<file path="config.mk">
export PLATFORM = sky130hd
export DESIGN_NAME = cen_scheduler
export DESIGN_NICKNAME = d
export VERILOG_FILES = /design/src/rtl/cen_pkg.sv /design/src/rtl/cen_channel.sv /design/src/rtl/cen_scheduler.sv
export SDC_FILE = /design/constraint.sdc
export NUM_CORES = 1
export LEC_CHECK = 0
export CAP_MARGIN = 20
export CORE_ASPECT_RATIO = 0.6
export CORE_MARGIN = 2
export CORE_UTILIZATION = 40
export CTS_CLUSTER_DIAMETER = 50
export DETAILED_ROUTE_END_ITERATION = 10
export GPL_TIMING_DRIVEN = 0
export HOLD_SLACK_MARGIN = 0.12
export PLACE_DENSITY_LB_ADDON = 0.12
export SLEW_MARGIN = 20
export SYNTH_ARGS = -nofsm -noshare
export SYNTH_HDL_FRONTEND = slang
export SYNTH_HIERARCHICAL = 1
export SYNTH_SLANG_ARGS = --single-unit
</file>
<file path="constraint.sdc">
create_clock -name clkin -period 10.24 [get_ports clkin]
set_input_delay 2.048 -clock clkin [delete_from_list [all_inputs] [get_ports clkin]]
set_output_delay 2.048 -clock clkin [all_outputs]
set_load 0.02 [all_outputs]
</file>
<file path="src/rtl/cen_pkg.sv">
// Shared types and constants for the clock-enable scheduler.
package cen_pkg;

   typedef enum logic [1:0] {RUN, DRAIN, PAUSED} state_e;

   localparam logic SEL_CPU = 1'b0;
   localparam logic SEL_SND = 1'b1;

   localparam int unsigned MIN_DIV = 2;

endpackage

</file>
<file path="src/rtl/cen_channel.sv">
// One divider channel: counter, pending/active ratio, cen pulse and phase output.
module cen_channel
   import cen_pkg::*;
#(
   parameter int unsigned CNT_W   = 6,
   parameter int unsigned RST_DIV = 8
) (
   input  logic             clkin,
   input  logic             reset,
   input  logic             hold,
   input  logic             stall,
   input  logic             wr,
   input  logic [CNT_W-1:0] wr_div,
   output logic             top_c,
   output logic             cen,
   output logic             phi
);

   logic [CNT_W-1:0] cnt, div_act, div_pend;
   logic [CNT_W-1:0] cnt_nxt, div_nxt, wr_clamped;
   logic             adv_c, wrap_c;

   // Stall only bites at the top count; hold freezes everything.
   always_comb begin
      top_c      = (cnt == div_act - CNT_W'(1));
      adv_c      = !hold && !(top_c && stall);
      wrap_c     = adv_c && top_c;
      cnt_nxt    = cnt;
      div_nxt    = div_act;
      wr_clamped = (wr_div < CNT_W'(MIN_DIV)) ? CNT_W'(MIN_DIV) : wr_div;
      if (wrap_c) begin
         cnt_nxt = '0;
         div_nxt = div_pend;
      end else if (adv_c) begin
         cnt_nxt = cnt + CNT_W'(1);
      end
   end

   always_ff @(posedge clkin or posedge reset) begin
      if (reset) begin
         cnt      <= '0;
         div_act  <= CNT_W'(RST_DIV);
         div_pend <= CNT_W'(RST_DIV);
         cen      <= 1'b0;
         phi      <= 1'b0;
      end else begin
         cnt     <= cnt_nxt;
         div_act <= div_nxt;
         cen     <= wrap_c;
         phi     <= (cnt_nxt >= (div_nxt >> 1));
         // A write coinciding with a wrap lands in pending for the next wrap.
         if (wr) begin
            div_pend <= wr_clamped;
         end
      end
   end

endmodule

</file>
<file path="src/rtl/cen_scheduler.sv">
// Central CPU/sound clock-enable scheduler with wait stretching and pause handshake.
module cen_scheduler
   import cen_pkg::*;
#(
   parameter int unsigned CNT_W   = 6,
   parameter int unsigned CPU_DIV = 8,
   parameter int unsigned SND_DIV = 16
) (
   input  logic             clkin,
   input  logic             reset,
   input  logic             cpu_wait,
   input  logic             pause_req,
   output logic             pause_ack,
   input  logic             cfg_we,
   input  logic             cfg_sel,
   input  logic [CNT_W-1:0] cfg_div,
   output logic             cpu_cen,
   output logic             cpu_phi,
   output logic             snd_cen
);

   state_e state;
   logic   cpu_top_c, snd_top_unused;
   logic   take_pause_c, freeze_c, cpu_wr_c, snd_wr_c;

   // The pausing CPU wrap is swallowed and both channels freeze on that same edge.
   always_comb begin
      take_pause_c = (state == DRAIN) && pause_req && cpu_top_c && !cpu_wait;
      freeze_c     = (state == PAUSED) || take_pause_c;
      cpu_wr_c     = cfg_we && (cfg_sel == SEL_CPU);
      snd_wr_c     = cfg_we && (cfg_sel == SEL_SND);
   end

   always_ff @(posedge clkin or posedge reset) begin
      if (reset) begin
         state     <= RUN;
         pause_ack <= 1'b0;
      end else begin
         case (state)
            RUN: begin
               if (pause_req) state <= DRAIN;
            end
            DRAIN: begin
               if (!pause_req) begin
                  state <= RUN;
               end else if (take_pause_c) begin
                  state     <= PAUSED;
                  pause_ack <= 1'b1;
               end
            end
            PAUSED: begin
               if (!pause_req) begin
                  state     <= RUN;
                  pause_ack <= 1'b0;
               end
            end
            default: begin
               state     <= RUN;
               pause_ack <= 1'b0;
            end
         endcase
      end
   end

   cen_channel #(.CNT_W(CNT_W), .RST_DIV(CPU_DIV)) u_cpu (
      .clkin  (clkin),
      .reset  (reset),
      .hold   (freeze_c),
      .stall  (cpu_wait),
      .wr     (cpu_wr_c),
      .wr_div (cfg_div),
      .top_c  (cpu_top_c),
      .cen    (cpu_cen),
      .phi    (cpu_phi)
   );

   cen_channel #(.CNT_W(CNT_W), .RST_DIV(SND_DIV)) u_snd (
      .clkin  (clkin),
      .reset  (reset),
      .hold   (freeze_c),
      .stall  (1'b0),
      .wr     (snd_wr_c),
      .wr_div (cfg_div),
      .top_c  (snd_top_unused),
      .cen    (snd_cen),
      .phi    ()
   );

endmodule

</file>
==> results of run 1 <==
==> flip-flops by register name, summed over array words and instances, names as in the netlist <==
name	count
u_cpu/cen	1
u_cpu/div_pend	6
pause_ack	1
u_cpu/cnt	6
u_cpu/div_act	6
state	2
u_cpu/phi	1
u_snd/div_pend	6
u_snd/div_act	6
u_snd/cen	1
u_snd/cnt	6
==> routing by layer <==
metal  wire (microns)  vias to the layer above  GRT usage [%]
met4               57                        0           5.50
met5                0                        -              0
met3              130                        5           3.32
met2             1500                       22           18.5
met1             2760                      741           23.6
li1                 -                      813              -
==> layout by cell type (no fill, tap or decap), drive strengths merged, types with 4 or more instances in the layout <==
master and n:
o2bb2ai 6, a31oi 6, clkdlybuf4s50 15, dfrtp 38
clkbuf 10, dfstp 4, ha 9, xor2 6
a21oi 7, o21ai 5, inv 18, nand3 6
nor2b 6, or4 4, xnor2 8, mux2 20
nand2 4, mux2i 9, nor3 8, nor2 12
==> where the power goes <==
part,switching [uW],internal (uW),total [uW]
clock,58.3,54.2,112
sequential,62.3,227,290
combinational,217,214,432
total,338,496,834
==> path summary, 6_finish.rpt <==
kind                               endpoint         startpoint  cells past startpoint
hold reg to reg            u_snd/div_act[5]  u_snd/div_pend[5]                      1
setup reg to reg                  u_cpu/phi   u_cpu/div_act[0]                     18
setup / recovery                  u_cpu/phi           cpu_wait                     13
max in group asynchronous  u_cpu/div_act[2]              reset                      2
hold / removal             u_snd/div_act[5]  u_snd/div_pend[5]                      1
min in group asynchronous          state[0]              reset                      2
==> critical path, delay by kind of cell <==
kind	cells	cell delay [ns]
adders and majority gates	1	0.26
AOI/OAI and AO/OA	5	1.27
muxes	1	0.30
and+or+nand+nor	4	0.75
buffers and inverters	2	0.54
==> layout make-up <==
type                       count  area (sq um)  share of cell area (%)
buffer                         4          15.0                   0.532
clock buffer                   6          82.6                    2.93
clock inverter                 2          12.5                   0.443
inverter                      18          77.6                    2.75
multi-input combinational    148          1320                    46.9
sequential                    42          1060                    37.4
tap                           84           105                    3.73
timing repair buffer          15           150                    5.32
==> per-stage QoR <==
stage / setup slack [ns] / cell area (sq um)
floorplan: 5.58 / 2460
global placement: 4.49 / 2720
detailed placement: 4.48 / 2720
CTS: 4.78 / 2820
global route: 5.05 / 2820
finish: 5.22 / 2820
==> qor_table.md, run 1 <==
| Step | Parameter | Value |
|:---|:---|:---|
| run status | Outcome | completed |
| placed design | Total of buffers placed on input and output ports | 15 |
| setup path | Worst path slowest cell | sky130_fd_sc_hd__o22ai_2 |
| route | ANT nets after route | 0 |
| finish | Final nets | 255 |
| global routing | Number of global-route vias before repair | 1530 |
| route | Detailed-route wire length | 4.45 mm |
| power | Total power divided by cell area | 296 nW/um^2 |
| sta | Final cycle utilization of the critical path | 49.0% |
| cts | Hold buffer count at cts | 0 |
| yosys | Syn avg cell area | 11.7 sq um |
| global routing | Number of antenna violations at the first check in global routing | 0 |
| power | VDD IR-drop max | 0.000107 V |
| cts | Clock latency of the later-clocked register in the worst-skew pair | 0.30 ns |
| cts | Number of CTS-inserted buffers | 5 |
| setup path | Cell chain of the critical path | clkdlybuf4s50_1, nand3b_4, o22ai_2, nor2_1, nand3_4, inv_6, mux2_4, ha_1, nand2b_1, a21o_1, a21o_1, a21oi_1, o221ai_1 |
| route | Number of DRC markers in iteration 0 | 49 |
| sta | Number of max-slew violations in the final report | 0 |
| global routing | Maximum number of pins on one net before global-route repair | 21 |
| floorplanning | Floorplan core area | 6030 sq um |
| setup path | Worst-case register-to-register setup slack | 5.43 ns |
| route | Iteration count of the initial detailed-routing pass | 4 |
| yosys | Netlist area before placement | 2460 sq um |
| setup path | Worst path arrival time | 5.17 ns |
| setup path | Data required time at the worst endpoint | 10.39 ns |
| cts | Clock Sinks | 42 |
| finish | Area grow syn2layout | 14.6% |
| route | Via count | 1581 |
| setup path | Type of the worst setup path | in -> reg |
| cts | Number of buffers inserted to repair setup after CTS | 0 |
| cts | Clock transition at the register clock pins on the worst setup and hold paths after CTS | 0.09 ns |
| cts | Clock buffer depth | 2 |
| floorplanning | Initial core utilization | 40.8% |
| setup path | CP Launch Type | primary input |
| sta | Remaining max-slew budget at the tightest pin | 47.2% |
| sta | Tightest hold margin | 0.514 ns |
| sta | Worst Tran Pin Value | 0.791 ns |
| sta | Total of endpoints with negative setup slack in the final report | 0 |
| sta | Final critical-path required period | 5.02 ns |
| finish | Fill cell count | 573 |
| finish | Share of cells above drive strength 1 | 23.0% |
| sta | Clock skew after layout | 0.00772 ns |
| finish | Post-layout instance count excluding filler cells | 319 |
| power | Overall Power | 834 uW |
| yosys | Count of yosys warnings during synthesis | 6 |
| setup path | Worst-path fanout max | 14 |
| finish | End-of-flow core utilization | 46.8% |
| setup path | Biggest cell delay along the critical path | 0.53 ns |
| global routing | Global-route wire length before repair | 7.76 mm |
| floorplanning | Standard-cell rows | 22 |
| global routing | Global-route congestion overflow total | 0 |
| route | DR WL/cell | 14.0 microns |
| cts | H-tree levels | 2 |
| sta | Setup repair after global routing missed its margin | no |
| floorplanning | Die outline height | 64.8 microns |
| global routing | All-Layer GR Usage | 14.7% |
| cts | Clock root buffer | sky130_fd_sc_hd__clkbuf_8 |
| finish | Diodes inserted | 0 |
| sta | Final Hold Viols | 0 |
| cts | Clock tree from TritonCTS | built |
| placed design | Routability Congestion | 0.773 |
| route | Average via count per standard cell | 4.96 |
| power | Lkg Pwr | 0.00121 uW |
| setup path | Most prevalent standard cell on the critical path | sky130_fd_sc_hd__a21o_1 |
| sta | Maximum achievable frequency | 199 MHz |
| sta | TNS Setup | 0 ns |
| flow run | Max-cap viol count | 0 |
| floorplanning | Floorplan die width | 105 microns |
| yosys | Mapped Cells | 211 |
| floorplanning | Number of top-level design ports | 16 |
| placed design | Placed cells | 311 |
| placed design | HPWL reported at the end of detailed placement | 3.41 mm |
| floorplanning | Area of the die | 6820 sq um |
| setup path | Category of the worst setup path capture point | flop |
| cts | Cts repair resizes | 0 |
| route | DRC | 0 |
| hold path | Worst hold path type | reg -> reg |
(Power assumes the default switching activity.)
==> inputs of run 2 (changes only) <==
- clock period: 10.24 -> 5.25 ns (I/O delays scaled with it)
==> results of run 2 <==
The final DEF is identical to that of run 1. Status: completed.
Among the figures that moved: setup slack after placement 4.48 ns -> 0.0197 ns; number of gates resized after CTS 0 -> 1; wire length of the first global-routing pass 7760 microns -> 7780 microns; via count of the first global-routing pass 1530 -> 1538; overall routing resource usage 14.7% -> 14.8%; met1 usage 23.6% -> 23.7%; setup slack after layout 5.22 ns -> 0.440 ns; start point of the critical path cpu_wait -> u_cpu/div_act[0]; register-to-register setup slack 5.43 ns -> 0.44 ns; total power 834 uW -> 1630 uW; worst IR drop on VDD 0.000107 V -> 0.000209 V
